`config.mk`:
```
export PLATFORM = sky130hd
export DESIGN_NAME = sb_config_loader
export DESIGN_NICKNAME = d
export VERILOG_FILES = /design/src/rtl/sb_config_loader.sv
export SDC_FILE = /design/constraint.sdc
export NUM_CORES = 1
export LEC_CHECK = 0
export CORE_MARGIN = 2
export CORE_UTILIZATION = 42
export CTS_CLUSTER_SIZE = 24
export DETAILED_ROUTE_END_ITERATION = 7
export HOLD_SLACK_MARGIN = 0.15
export PLACE_DENSITY = 0.73
export SYNTH_ARGS = -nofsm -noshare
export SYNTH_HDL_FRONTEND = slang
export SYNTH_SLANG_ARGS = --single-unit
```
`constraint.sdc`:
```
create_clock -name prog_clk -period 3.6 [get_ports prog_clk]
set_input_delay 0.9 -clock prog_clk [delete_from_list [all_inputs] [get_ports prog_clk]]
set_output_delay 0.9 -clock prog_clk [all_outputs]
set_load 0.05 [all_outputs]
```
`src/rtl/sb_config_loader.sv`:
```
// Streams single configuration bits into switch-block memories: one word per
// 4 cycles (accept, setup, strobe, hold). Optional macro SB_CFG_ADDR_CHECK_EN rejects decoder field 4'b1111.
module sb_config_loader #(
  parameter int ADDR_WIDTH = 7,
  parameter int NUM_WORDS  = 54
) (
  input  logic                  prog_clk,
  input  logic                  pReset,
  input  logic                  cfg_valid,
  output logic                  cfg_ready,
  input  logic [0:ADDR_WIDTH-1] cfg_addr,
  input  logic                  cfg_data,
  output logic [0:0]            enable,
  output logic [0:ADDR_WIDTH-1] address,
  output logic [0:0]            data_in,
  output logic                  cfg_done,
  output logic                  cfg_err,
  output logic [7:0]            wr_count
);

  typedef enum logic [1:0] {IDLE, SETUP, STROBE, HOLD} state_t;

  state_t                  state_q, state_d;
  logic [0:ADDR_WIDTH-1]   addr_q, addr_d;
  logic                    data_q, data_d;
  logic [7:0]              cnt_q, cnt_d;
  logic                    done_q, done_d;
  logic                    err_q, err_d;
  logic                    rej_q, rej_d;
  logic                    armed_q, armed_d;
  logic                    accept;
  logic                    illegal;

`ifdef SB_CFG_ADDR_CHECK_EN
  // Decoder field all-ones selects no decoder output.
  assign illegal = (cfg_addr[3:6] == 4'b1111);
`else
  assign illegal = 1'b0;
`endif

  // armed_q keeps ready low until the first edge after reset release;
  // rej_q gives a rejected word a one-cycle turnaround.
  assign cfg_ready = armed_q && !rej_q && !done_q && (state_q == IDLE);
  assign accept    = cfg_valid && cfg_ready;
  assign enable[0] = (state_q == STROBE);
  assign address   = addr_q;
  assign data_in[0] = data_q;
  assign cfg_done  = done_q;
  assign cfg_err   = err_q;
  assign wr_count  = cnt_q;

  always_comb begin
    state_d = state_q;
    addr_d  = addr_q;
    data_d  = data_q;
    cnt_d   = cnt_q;
    done_d  = done_q;
    err_d   = err_q;
    rej_d   = 1'b0;
    armed_d = 1'b1;
    case (state_q)
      IDLE: begin
        if (accept) begin
          if (illegal) begin
            err_d = 1'b1;
            rej_d = 1'b1;
          end else begin
            addr_d  = cfg_addr;
            data_d  = cfg_data;
            state_d = SETUP;
          end
        end
      end
      SETUP:  state_d = STROBE;
      STROBE: begin
        state_d = HOLD;
        if (cnt_q != 8'hFF) cnt_d = cnt_q + 8'd1;
        if ({24'd0, cnt_d} == 32'(NUM_WORDS)) done_d = 1'b1;
      end
      HOLD:   state_d = IDLE;
      default: state_d = IDLE;
    endcase
  end

  always_ff @(posedge prog_clk or posedge pReset) begin
    if (pReset) begin
      state_q <= IDLE;
      addr_q  <= '0;
      data_q  <= 1'b0;
      cnt_q   <= 8'd0;
      done_q  <= 1'b0;
      err_q   <= 1'b0;
      rej_q   <= 1'b0;
      armed_q <= 1'b0;
    end else begin
      state_q <= state_d;
      addr_q  <= addr_d;
      data_q  <= data_d;
      cnt_q   <= cnt_d;
      done_q  <= done_d;
      err_q   <= err_d;
      rej_q   <= rej_d;
      armed_q <= armed_d;
    end
  end

endmodule

```
After elaboration in Yosys (flattened, before gate mapping)

Cells that the tools add are included.

Flip-flop bits (word level): 20
Latch bits: 0
Bits in writable memories: 0
Bits in read-only memories: 0
Bits of input ports: 11
Output and inout bits: 20
Logic and storage cells: 24
Memories: 0

Add/sub/neg operators: 1
$mul: 0
Div/mod/pow operators: 0
Order comparisons: 0
Equal/unequal tests: 6
Shift operators: 0
Muxes and demuxes: 4
Bitwise logic cells: 0
Reductions and logical operators: 7

Operators by type and width:

| kind                                                                  | count |
|---|---|
| 8-bit 2-to-1 mux                                                      | 2 |
| 8-bit by 1-bit adder with 8-bit output, second input constant         | 1 |
| 8-bit by 6-bit equality test with 1-bit output, second input constant | 1 |
| 8-bit inequality test, second input constant                          | 1 |
| 2-bit one-hot mux with 4 select lines                                 | 1 |
| 2-bit equality test, second input constant                            | 2 |
| 2-bit AND reduction                                                   | 2 |
| 1-bit logical AND                                                     | 3 |
| 2-bit by 1-bit equality test with 1-bit output, second input constant | 1 |
| 2-bit zero test                                                       | 1 |
| 2-bit 2-to-1 mux                                                      | 1 |
| 2-bit inequality test, second input constant                          | 1 |
| 1-bit zero test                                                       | 1 |

Logic depth before layout (Yosys ltp)

Depth after elaboration: 6
Gate-level depth with buffers: 5
Mapped depth without buffers: 5

Least setup slack after synthesis

OpenSTA, ideal clock, no wires.

Path type: reg-to-output
From: register state_q[0]
To: output cfg_ready
Arrival: 1338 ps
Data required time: 2700 ps
Setup slack: 1362 ps
Stages on the path, launching flop included: 5
Path buffers: 0
Path through: dfrtp_1 > inv_1 > ha_1 > nand2_1 > nor2_1

Word-level cells in the longest chain between the ends: 2

RTL lines:

| item                   | line | RTL |
|---|---|---|
| start, declared        | 23   | `state_t state_q, state_d;` |
| start signal, assigned | 96   | `state_q <= state_d;` |
| 2-bit zero test        | --   |  |
| 1-bit logical AND      | 43   | `assign cfg_ready = armed_q && !rej_q && !done_q && (state_q == IDLE);` |
| end, declared          | 10   | `output logic cfg_ready,` |

No other way between the ends.

Worst setup path in the final report

From: register state_q[0]
To: output enable

Word-level cells in the longest chain between the ends: 1

RTL lines:

| item                | line | RTL |
|---|---|---|
| 2-bit equality test | 45   | `assign enable[0] = (state_q == STROBE);` |
| end, declared       | 13   | `output logic [0:0] enable,` |

No other way between the ends.

==> results.yml <==
run_status:
  outcome: "complete, no violations"
drt:
  drtIter0Drc: 6
  drtPass1Iterations: 6
  ant_nets: 0
  wl_per_cell_um: 14.6
  num_vias: 778
  routed_wl_um: 2130
  drc_errors: 0
  viasPerCell: 5.33
finish:
  drive_gt1_share_pct: 14.7
  n_antenna_cell: 0
  utilization_pct: 57.6
  fin_nets: 132
  nFillCells: 199
  syn_to_final_growth_pct: 33.5
  multi_input_area_um2: 484
  seqCellArea_um2: 500
grt:
  antenna_found_initial: 0
  grtUsageTotal_pct: 17.9
  grt_pass1_wl_um: 3660
  grt_pass1_vias: 821
  grt_max_degree: 21
  grt-ovfl-total: 0
clock_tree:
  ctsHtreeMaxLevel: 1
  cts_max_path_buffers: 2
  cts_hold_buf: 0
  numCtsBuffers: 3
  clkSinkCount: 20
  cts_tree: "done"
  cts_resized: 0
  clk_pin_slew_ns: 0.12
  clock_latency_ns: 0.31
  cts-root-buf: "clkbuf_4"
  cts_setup_buffers: 0
timing:
  setup_viol: 0
  finalHoldViolations: 0
  setup_tns_ns: 0
  drv_slew: 0
  relSlewSlack_pct: 49.7
  fin_crit_sh_pct: 80.0
  final.setup_skew_ns: 0.00611
  min_period_ns: 2.88
  rsz0062_at_grt: "false"
  tightest_slew_ns: 0.753
  layout_setup_ws_ns: 0.718
  maxClockFrequency_mhz: 347
die:
  die-area_mm2: 0.00289
  initial_core_util_pct: 43.1
  rows: 18
  core_mm2: 0.00241
  io_pins: 31
  die_w_um: 53.8
  die_h_um: 53.8
setup_path:
  crit_path_end_kind: "primary output"
  path_max_fanout: 8
  worstSetupEndpoint: "enable"
  critPathLaunch: "state_q[0]"
  rrSetupSlack_ns: 1.92
  r2r-start: "wr_count[0]"
  arrival_ns: 1.98
  crit_type: "flop to primary output"
  start_kind: "flop"
  timing.rr.end: "wr_count[6]"
  crit_required_ns: 2.70
  r2r_cells: 4
logic_synthesis:
  ys_seq_area_share_pct: 48.1
  syn_inst: 88
  syn-num-nets: 103
  synthTopCellsByArea: "dfrtp_1, mux2_2, ha_1, a21oi_1, a2111oi_4"
  yosysTopAreaCellShare_pct: 48.1
  yosys_warnings: 0
  synth_seq_cells: 20
  syn_avg_cell_area_um2: 11.8
  synth_area_leader_cell: "dfrtp_1"
  synth_area_mm2: 0.00104
  synth_cell_types: 31
place:
  io_buffers: 29
  pre_cts_ws_ns: 1.08
  dpl.hpwl_um: 1490
  gp_congestion: 0.795
hold_path:
  hold_path_class: "flop to flop"
run:
  drv_cap: 0
pwr:
  vdd_ir_drop_max_mv: 0.620
  p_per_area_mw_per_mm2: 1030
  power.leakage_nw: 0.612
## cell usage after synthesis, drive strengths merged
cell,instances
a2111oi,1
a211oi,1
a21oi,6
a31oi,1
a41o,1
a41oi,3
and3,2
and3b,1
and4,2
and4b,1
buf,4
clkbuf,1
conb,2
dfrtp,20
ha,4
inv,6
mux2,11
mux2i,2
nand2,4
nand2b,2
nand3,2
nand4,2
nand4b,1
nor2,2
nor3b,1
o211ai,1
xnor2,2
xor2,2
## logic make-up after synthesis
group | after synthesis | share of synthesized area [%]
and+or+nand+nor | 20 | 12.4
buffers and inverters | 11 | 5.29
other | 2 | 0.722
DFF | 20 | 48.1
AOI/OAI and AO/OA | 14 | 11.1
adders and majority gates | 4 | 4.81
xor gates and xnor gates | 4 | 3.37
muxes | 13 | 14.2
## critical path, cell delays in order (launching register included)
cell and delay [ns]:
dfrtp_1 0.38, inv_1 0.11, ha_1 0.32, clkdlybuf4s50_1 0.86
## flip-flops by register name, indices dropped and copies added (netlist names)
signal    cells
armed_q       1
cfg_done      1
data_in       1
state_q       2
wr_count      8
address       7
## where the power goes
| part | leakage [nW] | internal [mW] | switching (mW) |
|---|---|---|---|
| clock network | 0.0279 | 0.113 | 0.0750 |
| logic | 0.338 | 0.308 | 0.508 |
| registers | 0.246 | 0.318 | 0.102 |
## how the worst min path moves through the flow
stage	to	slack (ns)	depth (start not counted)	from
floorplan	state_q[1]	0.51	1	state_q[1]
finish	address[1]	0.52	1	address[1]
detailed placement	address[2]	0.50	1	address[2]
global placement	address[2]	0.49	1	address[2]
CTS	address[4]	0.52	1	address[4]
global route	address[5]	0.55	1	address[5]
## per-stage QoR
step | cells | hold slack (ns) | total power, mW | instance area [um2]
floorplan | 88 | 0.507 | 0.988 | 1040
global placement | 142 | 0.489 | 1.22 | 1340
detailed placement | 142 | 0.498 | 1.24 | 1340
CTS | 146 | 0.524 | 1.43 | 1390
global route | 146 | 0.550 | 1.51 | 1390
finish | 146 | 0.521 | 1.42 | 1390
## metal layers
| layer | routed length, um | global-route usage, % | share of wire [%] |
|---|---|---|---|
| met1 | 947 | 23.6 | 45 |
| met3 | 80 | 2.78 | 3.8 |
| met4 | 44 | 11.1 | 2.1 |
| met2 | 1050 | 27.4 | 50 |
| met5 | 0 | 0 | 0 |
## area by class of cell
type | count | share of cell area (%)
flip-flops and latches | 20 | 36.1
multi-input cells | 57 | 34.9
repair buffers | 29 | 20.9
well taps | 30 | 2.71
clock inverters | 1 | 2.16
clock buffers | 3 | 1.62
inverters | 6 | 1.62
## cell usage in the layout (no fill, tap or decap), drive strengths merged, types with 2 or more instances in the layout
master / count
a21oi: 6
a41oi: 3
and3: 2
and4: 2
clkbuf: 3
clkdlybuf4s50: 29
conb: 2
dfrtp: 20
ha: 4
inv: 6
mux2: 11
mux2i: 2
nand2: 4
nand2b: 2
nand3: 2
nand4: 2
nor2: 2
xnor2: 2
xor2: 2
No activity file was read; power rests on OpenSTA's default activity.
==> variant: new RTL, same flow settings <==
The 4 states of `state_t` get a one-hot encoding in 4 bits.
--- a/src/rtl/sb_config_loader.sv
+++ b/src/rtl/sb_config_loader.sv
@@ -18,7 +18,7 @@
   output logic [7:0]            wr_count
 );
 
-  typedef enum logic [1:0] {IDLE, SETUP, STROBE, HOLD} state_t;
+  typedef enum logic [3:0] {IDLE = 4'b0001, SETUP = 4'b0010, STROBE = 4'b0100, HOLD = 4'b1000} state_t;
 
   state_t                  state_q, state_d;
   logic [0:ADDR_WIDTH-1]   addr_q, addr_d;
Formal check against the unedited RTL: no difference found for any inputs over 10 cycles, from zero or initial values and one cycle with pReset high; not proved beyond that.
==> variant against the original RTL <==
- cell area is 0.27% lower
- sequential cell count is 2 higher
- non-clock buffer count stayed put
- die area is 0.11% higher
- synthesized cell count is 6.8% higher
- routed wire length is 0.56% higher
- area after synthesis is 0.12% higher
- worst setup slack worse by 310 ps
- largest cell class unchanged
Power is not compared: it rests on default switching activity, and its combinational part moved more than twofold at a synthesized area within 25%.
==> variant: results <==
{
  "grt_max_degree": 23,
  "num_vias": 804,
  "routed_wl_mm": 2.139,
  "synthesis.nets": 106,
  "grt.total_usage": 0.1738,
  "route.met2.wl_mm": 1.069,
  "post-dp-hpwl_mm": 1.582,
  "fin_nets": 136,
  "grt_pass1_vias": 778,
  "syn_area_per_cell_um2": 11.07,
  "met3_length_um": 196,
  "yosysSeqAreaShare": 0.5300,
  "first_iter_violations": 28,
  "yosys-top-cells-count": "21 x dfrtp_1, 9 x nand2_1, 8 x mux2_2, 5 x nor2_1, 5 x xnor2_1",
  "met1_length_um": 857,
  "cp_max_fo": 7,
  "fillCellCount": 219,
  "ys_types": 34,
  "status": "complete, no violations",
  "place.gp.congestion": 0.8361,
  "grt_pass1_wl_mm": 3.477,
  "arrival_ps": 2290,
  "synthTopCellsByArea": "dfrtp_1 50%, mux2_2 8.7%, xnor2_1 4.2%",
  "slew_headroom": 0.4448,
  "critPathMaxStageDelay_ps": 790,
  "place_ws_ps": 774.4,
  "layout-drive-gt1-share": 0.1220
}
## variant: changes by cell type in the layout (fill, tap and decap cells not counted), sizes merged, moves of 2 or more
cell / unedited run / this run
mux2: 11 / 8
xor2: 2 / 0
o21ai: 0 / 4
inv: 6 / 4
a41oi: 3 / 1
a21oi: 6 / 3
o21a: 0 / 2
nor2: 2 / 5
nand2: 4 / 9
nor3: 0 / 2
or4b: 0 / 2
nor2b: 0 / 2
ha: 4 / 1
xnor2: 2 / 6
## variant: layout make-up
cell class                 instances  area, um^2  share of cell area
clock buffer                       4       36.28             0.02622
inverter                           4       15.01             0.01085
multi-input combinational         64       452.9              0.3273
sequential                        22       551.8              0.3987
tap                               30       37.54             0.02712
timing repair buffer              29       290.3              0.2098
## variant: cell families (layout without fill, tap and decap cells)
family / count (synthesis) / count (layout) / share of synthesized area
and+or+nand+nor: 33 / 33 / 0.1827
other: 2 / 2 / 0.007214
adders and majority gates: 1 / 1 / 0.01202
AOI/OAI and AO/OA: 13 / 13 / 0.07933
xor gates and xnor gates: 6 / 6 / 0.05769
muxes: 9 / 9 / 0.09616
buffers and inverters: 8 / 37 / 0.03485
DFF: 22 / 22 / 0.5300
## variant: path summary, 6_finish.rpt
check                      slack [ps]                       to                    from  cells past startpoint
max                               410                   enable  state_q[3]$_DFFE_PP0P_                      3
min                               520   address[5]$_DFFE_PP0P_  address[5]$_DFFE_PP0P_                      1
max reg2reg                      1650   address[2]$_DFFE_PP0P_  state_q[0]$_DFFE_PP1P_                      3
min reg2reg                       520   address[5]$_DFFE_PP0P_  address[5]$_DFFE_PP0P_                      1
max in group asynchronous        2040  wr_count[6]$_DFFE_PP0N_                  pReset                      2
min in group asynchronous        1050  wr_count[0]$_DFFE_PP0N_                  pReset                      2
## variant: metrics by stage
stage | area, um^2 | total power, mW
floorplan | 1041 | 0.5403
global placement | 1348 | 0.6457
detailed placement | 1348 | 0.6525
CTS | 1384 | 0.7908
global route | 1384 | 0.8237
finish | 1384 | 0.7817
## variant: where the power goes
group          internal [mW]  total, mW  switching (mW)
logic                  0.118      0.319           0.202
registers              0.292      0.326          0.0343
clock network         0.0618      0.136          0.0745
## variant: metal layers
layer,vias to the layer above,global-route usage
met1,381,0.2115
met3,2,0.05833
li1,384,-
met5,-,0
met4,0,0.08974
met2,37,0.2724
## variant: worst reg2reg max path: cells and delay by family (launching register included)
| family | cells | cell delay [ps] |
|---|---|---|
| muxes | 1 | 360 |
| DFF | 1 | 580 |
| and+or+nand+nor | 2 | 910 |
